## config.mk

```make
export PLATFORM = sky130hd
export DESIGN_NAME = if_fetch_unit
export DESIGN_NICKNAME = d
export VERILOG_FILES = /design/src/rtl/if_fetch_unit.sv
export SDC_FILE = /design/constraint.sdc
export NUM_CORES = 1
export LEC_CHECK = 0
export CELL_PAD_IN_SITES_DETAIL_PLACEMENT = 2
export CELL_PAD_IN_SITES_GLOBAL_PLACEMENT = 2
export CORE_MARGIN = 4
export CORE_UTILIZATION = 35
export DETAILED_ROUTE_END_ITERATION = 10
export PLACE_DENSITY = 0.87
export RECOVER_POWER = 50
export SLEW_MARGIN = 5
export SYNTH_ARGS = -nofsm -noshare
export SYNTH_HDL_FRONTEND = slang
export SYNTH_SLANG_ARGS = --single-unit
export TNS_END_PERCENT = 1
```

## constraint.sdc

```tcl
create_clock -name clk -period 14.51 [get_ports clk]
set_clock_uncertainty 0.1 [all_clocks]
set_input_delay 2.902 -clock clk [delete_from_list [all_inputs] [get_ports clk]]
set_output_delay 2.902 -clock clk [all_outputs]
set_load 0.02 [all_outputs]
```

## src/rtl/if_fetch_unit.sv

```systemverilog
// Instruction-fetch stage: PC register, 1-cycle imem request/response, DEPTH-entry
// instruction FIFO to decode. Optional perf counters under `IF_PERF_CNT_EN.
module if_fetch_unit #(
    parameter logic [31:0] RESET_PC = 32'h0000_3000,
    parameter int          DEPTH    = 2
) (
    input  logic        clk,
    input  logic        rst,
    output logic        imem_req,
    output logic [31:0] imem_addr,
    input  logic [31:0] imem_rdata,
    input  logic        redir_valid,
    input  logic [31:0] redir_pc,
    output logic        if_valid,
    output logic [31:0] if_instr,
    output logic [31:0] if_pc,
    output logic [31:0] if_pcplus4,
`ifdef IF_PERF_CNT_EN
    output logic [31:0] perf_fetched,
    output logic [31:0] perf_flushed,
`endif
    input  logic        id_ready
);
    localparam int AW = $clog2(DEPTH);
    localparam int CW = AW + 1;

    logic [31:0]   fetch_pc, req_pc;
    logic          inflight;
    logic [CW-1:0] count;
    logic [AW-1:0] rd_ptr, wr_ptr;
    logic [31:0]   pc_mem  [DEPTH];
    logic [31:0]   ins_mem [DEPTH];

    logic [CW:0]   occ;
    logic          empty, resp, head_vld, pop, bypass, wr, rd;
    logic [31:0]   head_pc, head_ins;
    logic          unused_redir_lsb;

    assign unused_redir_lsb = ^redir_pc[1:0];

    // Credit check: outstanding response plus stored entries must fit the FIFO.
    assign occ       = (CW+1)'(count) + (CW+1)'(inflight);
    assign empty     = (count == '0);
    assign imem_req  = !rst && !redir_valid && (occ < (CW+1)'(DEPTH));
    assign imem_addr = fetch_pc;

    // A response arriving into an empty FIFO is presented to decode the same
    // cycle; if decode takes it, it never gets written.
    assign resp     = !rst && !redir_valid && inflight;
    assign head_vld = !rst && !redir_valid && (!empty || inflight);
    assign head_pc  = empty ? req_pc : pc_mem[rd_ptr];
    assign head_ins = empty ? imem_rdata : ins_mem[rd_ptr];
    assign pop      = head_vld && id_ready;
    assign bypass   = pop && empty;
    assign wr       = resp && !bypass;
    assign rd       = pop && !empty;

    assign if_valid   = head_vld;
    assign if_pc      = head_vld ? head_pc  : 32'h0;
    assign if_instr   = head_vld ? head_ins : 32'h0;
    assign if_pcplus4 = if_pc + 32'd4;

    always_ff @(posedge clk) begin
        if (rst) begin
            fetch_pc <= RESET_PC;
            req_pc   <= 32'h0;
            inflight <= 1'b0;
            count    <= '0;
            rd_ptr   <= '0;
            wr_ptr   <= '0;
        end else if (redir_valid) begin
            fetch_pc <= {redir_pc[31:2], 2'b00};
            inflight <= 1'b0;
            count    <= '0;
            rd_ptr   <= '0;
            wr_ptr   <= '0;
        end else begin
            if (imem_req) begin
                fetch_pc <= fetch_pc + 32'd4;
                req_pc   <= fetch_pc;
            end
            inflight <= imem_req;
            if (wr) wr_ptr <= wr_ptr + AW'(1);
            if (rd) rd_ptr <= rd_ptr + AW'(1);
            case ({wr, rd})
                2'b10:   count <= count + CW'(1);
                2'b01:   count <= count - CW'(1);
                default: count <= count;
            endcase
        end
    end

    always_ff @(posedge clk) begin
        if (wr) begin
            pc_mem[wr_ptr]  <= req_pc;
            ins_mem[wr_ptr] <= imem_rdata;
        end
    end

`ifdef IF_PERF_CNT_EN
    // Fetched counts every accepted response, including ones handed straight to decode.
    always_ff @(posedge clk) begin
        if (rst) begin
            perf_fetched <= 32'h0;
            perf_flushed <= 32'h0;
        end else begin
            if (resp)        perf_fetched <= perf_fetched + 32'd1;
            if (redir_valid) perf_flushed <= perf_flushed + 32'(occ);
        end
    end
`endif
endmodule
```

---- Word level (Yosys, flattened, before mapping) ----
Memory sizes are Yosys's and may differ from the RTL's. A register that Yosys moved wholly into a read port is not among the register bits.
Index checks and enable logic that the tools add are counted.
word-level totals
  flip-flop bits (word level) ............. 69
  memory bits (writable) .................. 128
  input port bits ......................... 68
  output and inout port bits .............. 130
  word-level logic and storage cells ...... 51
  memories ................................ 2
memories
  memory   words  bits a word  read ports  clocked after memory_dff  wr ports  line  source
  ins_mem  2      32           1           1                         1         32    logic [31:0] ins_mem [DEPTH];
  pc_mem   2      32           1           1                         1         31    logic [31:0] pc_mem [DEPTH];
operators by class
  add/subtract/negate cells ............... 7
  order comparisons ....................... 1
  equality and inequality tests ........... 2
  muxes and demuxes ....................... 13
  bitwise logic cells ..................... 1
  reduce and logical (&&, ||, !) cells .... 18
operators by type and width
  operator                                                    number
  2-to-1 mux 32 bit                                           6
  adder 32 x 3 -> 32 bit, second input constant               2
  logical AND 1 bit                                           8
  2-to-1 mux 1 bit                                            6
  zero test 1 bit                                             4
  one-hot mux 2 bit (2 select lines)                          1
  nonzero test 2 bit                                          2
  adder 2 x 1 -> 3 bit                                        1
  less-than comparator 3 x 2 -> 1 bit, second input constant  1
  adder 1 bit, second input constant                          2
  adder 2 x 1 -> 2 bit, second input constant                 1
  == test 2 x 1 -> 1 bit, second input constant               1
  == test 2 bit, second input constant                        1
  zero test 2 bit                                             1
  AND reduction 2 bit                                         1
  OR reduction 2 bit                                          1
  subtractor 2 x 1 -> 2 bit, second input constant            1
  logical OR 1 bit                                            1
  inverter 1 bit                                              1

---- Logic depth before layout (Yosys ltp) ----
  word-level depth ........................ 10
  mapped depth ............................ 11
  gate-level depth less buffers ........... 10

---- Worst setup path before layout ----
OpenSTA, ideal clock, no wires.
  path type ............................... input-to-output
  start ................................... in redir_valid
  end ..................................... out if_pcplus4[30]
  arrival ................................. 5.589 ns
  data required time ...................... 11.508 ns
  slack ................................... 5.919 ns
  stages on the path ...................... 11
  buffers on the path ..................... 3
  cell sequence ........................... buf_2 nor2_2 o21ai_1 clkbuf_1 buf_1 nor2_1 ha_1 o2111a_1 nand4_1 nor4b_2 xor2_1
on the way
  longest elaborated chain between the ends .. 5
RTL lines
  what                            line  source
  start: declaration              12    input logic redir_valid,
  zero test 1 bit                 50    assign head_vld = !rst && !redir_valid && (!empty || inflight);
  logical AND 1 bit (2 in a row)  50
  2-to-1 mux 32 bit               59    assign if_pc = head_vld ? head_pc : 32'h0;
  named net if_pc[3]              16    output logic [31:0] if_pc,
  adder 32 x 3 -> 32 bit          61    assign if_pcplus4 = if_pc + 32'd4;
  end: declaration                17    output logic [31:0] if_pcplus4,
The timed path passes the listed nets, and every way through them passes these cells.

---- Worst setup path in the final report ----
  start ................................... in redir_valid
  end ..................................... out if_pcplus4[28]
on the way
  longest elaborated chain between the ends .. 5
RTL lines
  what                            line
  zero test 1 bit                 50
  logical AND 1 bit (2 in a row)  50
  2-to-1 mux 32 bit               59
  adder 32 x 3 -> 32 bit          61
No other way between the ends.

==> results by group <==
Setup path
  – CP startpoint kind: input pin
  – Slowest stage delay, CP: 1.73 ns
  – CP max stage cell: nor3b_1
  – CP endpoint kind: output port
  – Worst path required time: 11.51 ns
  – Critical Path AT: 8.49 ns
  – Worst Path Class, Setup: in -> out
  – Critical Path Fanout Max: 54
  – Crit path cell chain: buf_2 -> clkbuf_1 -> nor3b_1 -> nand3_1 -> a211oi_4 -> nand4_1 -> nor4_1 -> xor2_1 -> clkdlybuf4s50_1

Status
  – Failing checks: max-capacitance violations, max-slew violations
  – Run status: finished, violations left

Power and ir drop
  – Worst vdd ir: 0.0743 mV
  – Pwr dens: between 90 and 100 mW/mm²
  – Lkg Pwr: 4.12 nW

Clocking
  – CTS root buffer: clkbuf_16
  – Post-CTS Setup Repair Bufs: 0
  – H-tree depth: 4
  – # hold bufs at CTS: 0
  – TritonCTS buffer count: 17
  – Worst skew pair latency: around 0.44 ns
  – Clock buffer depth: 2
  – Clock transition at path regs: roughly 0.07 ns
  – # resized after CTS: 0
  – CTS tree: done
  – Clock tree sinks: 190

STA
  – RSZ-0062 raised after global routing: no
  – Worst Max-Slew Pin Slew: between 2 and 2.5 ns
  – Setup TNS Final: 0 ns
  – Fmax: slightly below 90 MHz
  – Final setup vio count: 0
  – Final Hold Viols: 0
  – Final Critical Period: approximately 11 ns
  – Worst hold slack: 0.396 ns
  – Final Cycle Share: about four fifths
  – Final Max Tran Viols: 160
  – Slew HR: -58.0%

Run
  – Max cap viols: 4

Logic synthesis
  – Async SR Flop Fraction: 0%
  – Register bit total from synthesis: between 150 and 200
  – Most common cell in the netlist: edfxtp_1
  – Syn Area/Cell: around 11 µm²
  – Total number of yosys warnings: 0
  – Library cells used by synthesis: 72
  – Top cell type by total area after synthesis: edfxtp_1
  – Post-synth top cells: edfxtp_1, nand2_1, nor2_1, dfxtp_1, a21oi_1
  – Post-synth EDFFs: 124
  – Syn Inst Count: 882
  – Top cell type's share of synthesized area: between 30% and 40%
  – Mapped cell area: between 0.009 and 0.01 mm²
  – Main synth FF type: edfxtp_1
  – Post-synthesis sequential area ratio: 54.1%
  – Top post-synthesis cells by area: edfxtp_1, dfxtp_1, mux2i_1, nand2_1, a21oi_1

Detailed routing
  – Initial DRC count: about 540
  – Routed wire per std cell: approximately 22 µm
  – Post-route ant nets: 0
  – Post-route DRC violation count: 0
  – Drt via density: roughly 5.4
  – Via count: around 7600
  – DRT Pass-1 Iters: 5
  – DRT Wirelength: between 30000 and 40000 µm

Die
  – Initial core utilization: 35.7%
  – Row cnt: slightly below 60
  – Die H: between 150 and 200 µm
  – I/O pin cnt: about 200
  – Core ar.: 0.0261 mm²
  – Die Width: roughly 170 µm
  – Die area: 0.0293 mm²

GRT
  – Initial antenna violation count: 0
  – Global route overflow: 0
  – Largest net degree at the start of global routing: between 90 and 100
  – GRT Util Overall: a little over a fifth
  – Vias in the first global route: just over 8000
  – First-pass GRT wire length: 48000 µm

Placed design
  – DPL Wire Length: between 20000 and 25000 µm
  – Port Buffer Count: between 150 and 200
  – GPL Wtd Cong: between 0.7 and 0.8

Hold path
  – Hold Path Class: reg -> reg

Cells and area
  – Layout area overhead: 28.6%
  – Nets: about 1100
  – Layout cells sized above 1: 6.54%
  – Ant. Diodes: 0
cell usage in the layout (no fill, tap or decap), drive strengths merged, types with 4 or more instances in the layout:
cell and n:
a211oi 35, a21oi 62, a31oi 7, and2 8, and3 16, and4 5, buf 10, clkbuf 25
clkdlybuf4s50 125, clkinvlp 4, conb 6, dfxtp 66, dlygate4sd3 62, edfxtp 124, inv 16, mux2 15
mux2i 55, nand2 120, nand2b 6, nand3 18, nand4 21, nor2 76, nor2b 7, nor3 16
nor3b 6, nor4 9, o211a 5, o211ai 4, o21a 5, o21ai 26, or2 4, or3 4
xnor2 17, xor2 24
where the power goes:
part	switching, mW	total (mW)	internal, mW
logic	0.0497	0.0870	0.0373
clock network	0.212	0.468	0.257
registers	0.0142	0.597	0.583
cell type report:
class	count	area, µm²
clock buffer	21	440
tap	335	419
timing repair buffer	201	1960
multi-input combinational	618	3940
fill	2686	14100
inverter	14	52.6
clock inverter	11	136
sequential	190	5050
routing by layer:
metal	GRT usage, %	wire length (µm)	vias to the layer above
met3	3.77	1430	29
met1	27.7	14200	3793
li1	-	-	3533
met5	0	0	-
met4	5.72	529	0
met2	35.6	15100	217
critical path, delay by kind of cell:
kind            cells  cell delay (ns)
xor+xnor            1             0.23
simple gates        4             3.14
compound gates      1             0.57
buf+inv             3             1.64
metrics by stage:
stage	setup WS, ns	total power, mW	utilization, %	instances	cell area [µm²]
after floorplan	5.92	0.649	-	887	9350
after global placement	4.81	0.696	43.8	1358	11500
after detailed placement	4.66	0.700	43.8	1358	11500
after CTS	4.53	1.17	46.0	1390	12000
after global routing	2.62	1.20	45.9	1390	12000
final	3.02	1.15	45.9	1390	12000
registers in the layout, indices dropped and copies added, names as in the netlist, named ones only:
| name | cells |
|---|---|
| imem_addr | 30 |
| ins_mem | 64 |
| req_pc | 30 |
| pc_mem | 60 |
| count | 2 |
| wr_ptr | 1 |
| rd_ptr | 1 |
| inflight | 1 |
cell families (layout without fill, tap and decap cells):
kind of cell | count (synthesis) | after routing | share of synthesized area, %
muxes | 70 | 70 | 7.71
buffers and inverters | 79 | 247 | 3.90
AOI/OAI and AO/OA | 174 | 174 | 12.6
other | 1 | 6 | 0.0402
adders and majority gates | 3 | 3 | 0.402
and+or+nand+nor | 324 | 324 | 17.4
xor gates and xnor gates | 41 | 41 | 3.85
DFF | 190 | 190 | 54.1
path summary, 6_finish.rpt:
path,depth (start not counted),startpoint,endpoint,slack (ns)
max,9,redir_valid,if_pcplus4[28],3.02
min reg2reg,0,req_pc[24]$_SDFFE_PP0P_,pc_mem[0][24]$_DFFE_PP_,0.40
min,0,req_pc[24]$_SDFFE_PP0P_,pc_mem[0][24]$_DFFE_PP_,0.40
max reg2reg,3,inflight$_SDFF_PP0_,ins_mem[1][0]$_DFFE_PP_,10.18
No activity file was read; power rests on OpenSTA's default activity.
